[config.mk]
export PLATFORM = sky130hd
export DESIGN_NAME = dct_quantizer
export DESIGN_NICKNAME = d
export VERILOG_FILES = /design/src/rtl/dct_quantizer.sv
export SDC_FILE = /design/constraint.sdc
export NUM_CORES = 2
export LEC_CHECK = 0
export BUFFER_PORTS_ARGS = -buffer_cell sky130_fd_sc_hd__buf_2
export CAP_MARGIN = 20
export CORE_ASPECT_RATIO = 1.25
export CORE_MARGIN = 2
export CORE_UTILIZATION = 28
export CTS_CLUSTER_DIAMETER = 200
export DETAILED_ROUTE_END_ITERATION = 10
export PLACE_DENSITY_LB_ADDON = 0.05
export SLEW_MARGIN = 20
export SYNTH_ARGS = -nofsm -noshare
export SYNTH_HDL_FRONTEND = slang
export SYNTH_SLANG_ARGS = --single-unit
export TNS_END_PERCENT = 20
[constraint.sdc]
create_clock -name clock -period 15.5 [get_ports clock]
set_input_delay 3.1 -clock clock [delete_from_list [all_inputs] [get_ports clock]]
set_output_delay 3.1 -clock clock [all_outputs]
set_load 0.005 [all_outputs]
[src/rtl/dct_quantizer.sv]
// Quantizer between the Loeffler DCT and zig-zag stage: scales each coefficient by a
// per-position reciprocal, rounds half away from zero, saturates to +/-(2^(OUT_WIDTH-1)-1).
module dct_quantizer #(
  parameter int COEF_WIDTH  = 12,
  parameter int RECIP_WIDTH = 16,
  parameter int OUT_WIDTH   = 11
) (
  input  logic                          clock,
  input  logic                          nreset,
  input  logic                          in_valid,
  output logic                          in_ready,
  input  logic signed [COEF_WIDTH-1:0]  in_coef,
  input  logic                          qtab_we,
  input  logic [5:0]                    qtab_addr,
  input  logic [RECIP_WIDTH-1:0]        qtab_wdata,
  output logic                          out_valid,
  input  logic                          out_ready,
  output logic signed [OUT_WIDTH-1:0]   out_data,
  output logic [5:0]                    out_index,
  output logic                          out_last
);

  localparam int PROD_W = COEF_WIDTH + RECIP_WIDTH;
  localparam int Q_W    = PROD_W - 14;
  localparam logic [Q_W-1:0]    Q_MAX = Q_W'((1 << (OUT_WIDTH - 1)) - 1);
  localparam logic [PROD_W:0]   HALF  = (PROD_W + 1)'(1) << 14;

  function automatic logic [Q_W-1:0] round_q(input logic [PROD_W-1:0] p);
    logic [PROD_W:0] s;
    s = {1'b0, p} + HALF;
    return s[PROD_W:15];
  endfunction

  // Clamping the magnitude before negation keeps the range symmetric and avoids -0.
  function automatic logic signed [OUT_WIDTH-1:0] sat_sign(input logic [Q_W-1:0] q,
                                                           input logic neg);
    logic [OUT_WIDTH-1:0] m;
    if (q > Q_MAX) m = Q_MAX[OUT_WIDTH-1:0];
    else           m = q[OUT_WIDTH-1:0];
    return neg ? -signed'(m) : signed'(m);
  endfunction

  logic [RECIP_WIDTH-1:0] qtab [64];
  logic [5:0]             cnt;
  logic                   stall;
  logic [COEF_WIDTH-1:0]  mag_c;

  logic                   vld_p0, vld_p1, vld_p2;
  logic                   neg_p0, neg_p1, neg_p2;
  logic [5:0]             idx_p0, idx_p1, idx_p2;
  logic [COEF_WIDTH-1:0]  mag_p0;
  logic [RECIP_WIDTH-1:0] recip_p0;
  logic [PROD_W-1:0]      prod_p1;
  logic [Q_W-1:0]         q_p2;

  assign stall    = out_valid && !out_ready;
  assign in_ready = !stall;

  always_comb begin
    mag_c = in_coef[COEF_WIDTH-1] ? unsigned'(-in_coef) : unsigned'(in_coef);
  end

  // Table writes ignore stall; a same-cycle read below sees the old entry.
  always_ff @(posedge clock) begin
    if (qtab_we) qtab[qtab_addr] <= qtab_wdata;
  end

  always_ff @(posedge clock) begin
    if (!nreset) begin
      cnt       <= '0;
      vld_p0    <= 1'b0;
      vld_p1    <= 1'b0;
      vld_p2    <= 1'b0;
      out_valid <= 1'b0;
      out_data  <= '0;
      out_index <= '0;
      out_last  <= 1'b0;
    end else if (!stall) begin
      if (in_valid) cnt <= cnt + 6'd1;
      vld_p0    <= in_valid;
      vld_p1    <= vld_p0;
      vld_p2    <= vld_p1;
      out_valid <= vld_p2;
      // Output stage: clamp and restore sign
      out_data  <= sat_sign(q_p2, neg_p2);
      out_index <= idx_p2;
      out_last  <= vld_p2 && (idx_p2 == 6'd63);
    end
  end

  always_ff @(posedge clock) begin
    if (!stall) begin
      // S1: sign/magnitude split, synchronous table read
      neg_p0   <= in_coef[COEF_WIDTH-1];
      mag_p0   <= mag_c;
      idx_p0   <= cnt;
      recip_p0 <= qtab[cnt];
      // S2: unsigned scale
      neg_p1   <= neg_p0;
      idx_p1   <= idx_p0;
      prod_p1  <= PROD_W'(mag_p0) * PROD_W'(recip_p0);
      // S3: round half away from zero on the magnitude
      neg_p2   <= neg_p1;
      idx_p2   <= idx_p1;
      q_p2     <= round_q(prod_p1);
    end
  end

endmodule

# After elaboration in Yosys (flattened, before gate mapping)
# Memory sizes are Yosys's and may differ from the RTL's. A register that Yosys moved wholly into a read port is not among the register bits.
# Index checks and enable logic that the tools add are counted.
[word_totals] reg_bits=103 n_memories=1 out_inout_bits=20 ramBits=1024 input_bits=39
[classes] n_eq_ne=1 magnitude_cmp=1 bitwise=1 mux=7 reduce_logical=6 addsub=4 n_mul=1
[mem_list] memory="qtab" words=64 word_bits=16 rd=1 rd_ports_with_merged_regs=1 wr=1 line_no="43" rtl="logic [RECIP_WIDTH-1:0] qtab [64];"
[op_table] op="11-bit 2-to-1 mux" n=5
[op_table] op="28-bit by 15-bit adder with 29-bit output (second input constant)" n=1
[op_table] op="12-bit by 16-bit multiplier with 28-bit output" n=1
[op_table] op="14-bit by 10-bit > comparator with 1-bit output (second input constant)" n=1
[op_table] op="12-bit negator" n=1
[op_table] op="11-bit negator" n=1
[op_table] op="6-bit by 1-bit adder with 6-bit output (second input constant)" n=1
[op_table] op="6-bit == test (second input constant)" n=1
[op_table] op="1-bit logical NOT" n=3
[op_table] op="1-bit logical AND" n=2
[op_table] op="1-bit 2-to-1 mux" n=2
[op_table] op="2-bit AND reduction" n=1
[op_table] op="1-bit NOT" n=1

# Depth between registers and ports, before layout
[logic_depth] depth_word=6 depth_mapped=19

# Least setup slack after synthesis
# OpenSTA, ideal clock, no wires.
[synth_path] kind="in2out" startpoint="input out_ready" endpoint="output in_ready" arrival_time_ns=3.745 n_path_buf=1 path_stages=3 required_time_ns=12.400 slack_ns=8.655 path_cell_list="nor2b_1 -> inv_2 -> buf_6"
[synth_via] elab_chain_cells=3
[synth_rtl] element="start: declaration" line_no="17" rtl="input logic out_ready,"
[synth_rtl] element="1-bit logical NOT" line_no="56" rtl="assign stall = out_valid && !out_ready;"
[synth_rtl] element="1-bit logical AND" line_no="56"
[synth_rtl] element="1-bit logical NOT"
[synth_rtl] element="end: declaration" line_no="11" rtl="output logic in_ready,"
# No other way between the ends.

# Final worst setup path
# Ends and elaborated chain as after synthesis.

==> flow_summary.json <==
{
  "worstPathMaxFanout": 55,
  "num_vias": 24584,
  "n_fill_cell": 16719,
  "cts.sinks": 1129,
  "dieArea_um2": 179000,
  "grt_pass1_vias": 26741,
  "numPortBuffers": 58,
  "clk_path_buf_depth": 3,
  "synthAdderAreaFrac": 0.0736,
  "hpwlAfterDp_mm": 84.9,
  "finalPower_mw": 9.17,
  "row_count": 171,
  "die_h_um": 472,
  "maxCapViolCount": 0,
  "place_area_um2": 52500,
  "p_leak_nw": 18.5,
  "fin_ws_ns": 8.26,
  "cts_tree": "built",
  "worst-path-buf-inv": 4,
  "dp.cells": 5014,
  "tightestPinTransition_ns": 1.03,
  "synthCells": 2657,
  "async_flop_share": 0,
  "grt_use_total": 0.158,
  "ir_drop_mv": 0.200,
  "yosysWarningCount": 0,
  "min_path_type": "reg -> reg",
  "postSynthAreaPerCell_um2": 18.5,
  "maxSlewViolCount": 0,
  "crit_path_end_kind": "primary output",
  "critPathRequiredTime_ns": 12.40,
  "synth_edf_count": 1101,
  "synthXorXnorAreaFrac": 0.00732,
  "synthFlopType": "edfxtp_1",
  "ff_latch_area_um2": 33600,
  "antenna_found_initial": 6,
  "synthSimpleGateAreaFrac": 0.0488,
  "synth_top_family_by_area": "multiplexers",
  "gp_congestion": 0.746,
  "cts_resized": 0,
  "power.density_nw_per_um2": 162,
  "stdcell_area_um2": 56700,
  "critPathLaunchType": "input pin",
  "slowest_delay_ns": 0.48,
  "post-place-ws_ns": 8.23,
  "wl_mm": 139,
  "initial_core_util": 0.282,
  "drive_gt1_frac": 0.233,
  "clk_latency_ns": 0.77,
  "hold_buffers": 0,
  "skew_ns": 0.0255,
  "max_freq_ghz": 0.138,
  "ys_ff_latch": 1129,
  "grt_max_degree": 113,
  "synth_area_um2": 49100,
  "ios": 59,
  "finalSetupViolations": 0,
  "die_x_um": 378,
  "critPathTopFamily": "buffers and inverters",
  "drtAntennaViolNets": 0,
  "syn_nets": 2901,
  "cts_max_level": 4,
  "crit_path_frequent_cell": "buf_2",
  "grt-ovfl-total": 0,
  "path_cells": "buf_2 -> nor2b_1 -> buf_4 -> inv_4 -> buf_2",
  "maxSlewHeadroom": 0.311,
  "path_class": "in -> out",
  "status": "completed",
  "ys_seq_area_frac": 0.685,
  "drt_iter0_drc": 1582,
  "finalCritPeriodShare": 0.467,
  "post_drt_via_cell_ratio": 4.68,
  "tns_ns": 0,
  "cts_buffers": 131,
  "synth_compound_area_frac": 0.0212,
  "drt_pass1_iterations": 5,
  "grt_setup_unrepaired": "no",
  "layout.nets": 3056,
  "grt_pass1_wl_mm": 199,
  "multiInputGateArea_um2": 14300,
  "finalNonFillerCells": 5250,
  "period_minus_slack_ns": 7.24,
  "areaGrowthSynthToFinish_pct": 15.6,
  "postCtsSetupBuffers": 0,
  "detail_route.wl_per_cell_um": 26.5,
  "clockRootBuffer": "clkbuf_16",
  "finalHoldViolCount": 0,
  "cp_data_arrival_time_ns": 4.14,
  "slowest_stage": "inv_4",
  "post_synth_num_cell_types": 64,
  "synth.area.mux_share": 0.139,
  "coreArea_um2": 174000,
  "drc_errors": 0,
  "clk_pin_slew_worst_paths_ns": 0.06
}
==> routing by layer <==
metal	wire length, µm	part of all wire	vias up	GRT usage
met1	60300	0.43	13313	0.207
li1	-	-	10647	-
met2	71500	0.51	469	0.273
met3	4650	0.033	155	0.0238
met4	2510	0.018	0	0.0394
met5	0	0	-	0
==> logic make-up (layout without fill, tap and decap cells) <==
family | after synthesis | in the layout
XOR/XNOR | 41 | 41
AND/OR/NAND/NOR | 518 | 518
adder cells (fa/ha/maj) | 205 | 205
multiplexers | 310 | 310
buffers and inverters | 290 | 544
flip-flops | 1129 | 1129
AO/OA/AOI/OAI | 164 | 164
other | 0 | 4
==> path summary, 6_finish.rpt <==
path	from	to	slack (ns)	depth (start not counted)
worst max-delay path	out_ready	in_ready	8.26	5
worst min-delay path	idx_p0[4]	idx_p1[4]	0.42	0
worst max register to register	mag_p0[6]	prod_p1[25]	9.50	17
worst min register to register	idx_p0[4]	idx_p1[4]	0.42	0
==> metrics by stage <==
step | hold WS [ns] | util
after global routing | 0.423 | 0.326
after floorplan | 0.400 | -
after global placement | 0.401 | 0.302
final | 0.420 | 0.326
after CTS | 0.419 | 0.326
after detailed placement | 0.405 | 0.302
==> synth_stat cells (all sizes together), types with 6 or more instances <==
cell,n,area share
and3,7,0.00089
nor3,16,0.0016
a21oi,43,0.0045
mux2i,7,0.0014
xor2,10,0.0018
nand2b,11,0.0014
fa,139,0.057
nor2,120,0.0092
dfxtp,28,0.011
and2,67,0.0085
nand3,38,0.0039
or3,9,0.0012
o221ai,6,0.0011
nand2,207,0.016
xnor2,31,0.0055
mux4,298,0.14
buf,63,0.0069
a211oi,13,0.0021
nor2b,8,0.0010
nand4,10,0.0013
o21ai,39,0.0040
o22a,6,0.0011
inv,155,0.012
edfxtp,1101,0.67
clkbuf,71,0.0054
or2,6,0.00077
o22ai,32,0.0041
ha,66,0.017
==> power by group <==
group | switching [mW] | total [mW] | internal [mW]
combinational | 1.51 | 2.53 | 1.02
clock | 1.25 | 3.02 | 1.77
sequential | 0.0973 | 3.61 | 3.52
total | 2.86 | 9.17 | 6.31
==> final cells by class <==
class | instances | area share
Inverter | 156 | 0.0104
Antenna cell | 4 | 0.000177
Tap cell | 2335 | 0.0515
Timing Repair Buffer | 156 | 0.0185
Sequential cell | 1129 | 0.593
Clock buffer | 180 | 0.0639
Clock inverter | 52 | 0.00918
Multi-Input combinational cell | 1238 | 0.253
==> flip-flops by register name, summed over array words and instances (netlist names) <==
name,cells
q_p2,14
out_index,6
out_valid,1
recip_p0,16
neg_p0,1
qtab,1024
neg_p2,1
prod_p1,14
out_data,11
vld_p1,1
vld_p0,1
idx_p0,6
out_last,1
neg_p1,1
idx_p2,6
idx_p1,6
mag_p0,12
vld_p2,1
cnt,6
==> placed cells by master, fill, tap and decap left out, types with 9 or more instances in the layout <==
cell type and n:
fa_1 139, dfxtp_1 23, buf_4 96, clkinv_1 24, inv_1 154, nand4_1 10, nor2_1 90, xnor2_1 31
nor3_1 14, clkbuf_16 138, edfxtp_1 1101, and2_1 66, a21oi_1 42, clkbuf_1 40, nand3_1 38, o21ai_0 39
a211oi_1 12, xor2_1 10, clkinv_2 9, buf_2 58, nand2b_1 11, ha_1 66, nor2_2 30, mux4_2 298
nand2_1 207, o22ai_1 32
==> worst reg2reg max path, cell delays in order, from the launching register on <==
cell and delay (ns):
edfxtp_1 0.69, and2_1 0.33, fa_1 0.54, inv_1 0.06
fa_1 0.52, inv_1 0.05, fa_1 0.39, fa_1 0.51
inv_1 0.05, fa_1 0.47, inv_1 0.04, ha_1 0.32
a21oi_1 0.08, o21ai_0 0.67, nor3_1 0.14, a211oi_1 0.48
nor4_1 0.09, a311o_1 0.33
Note: power is estimated with default switching activity, not from simulation.
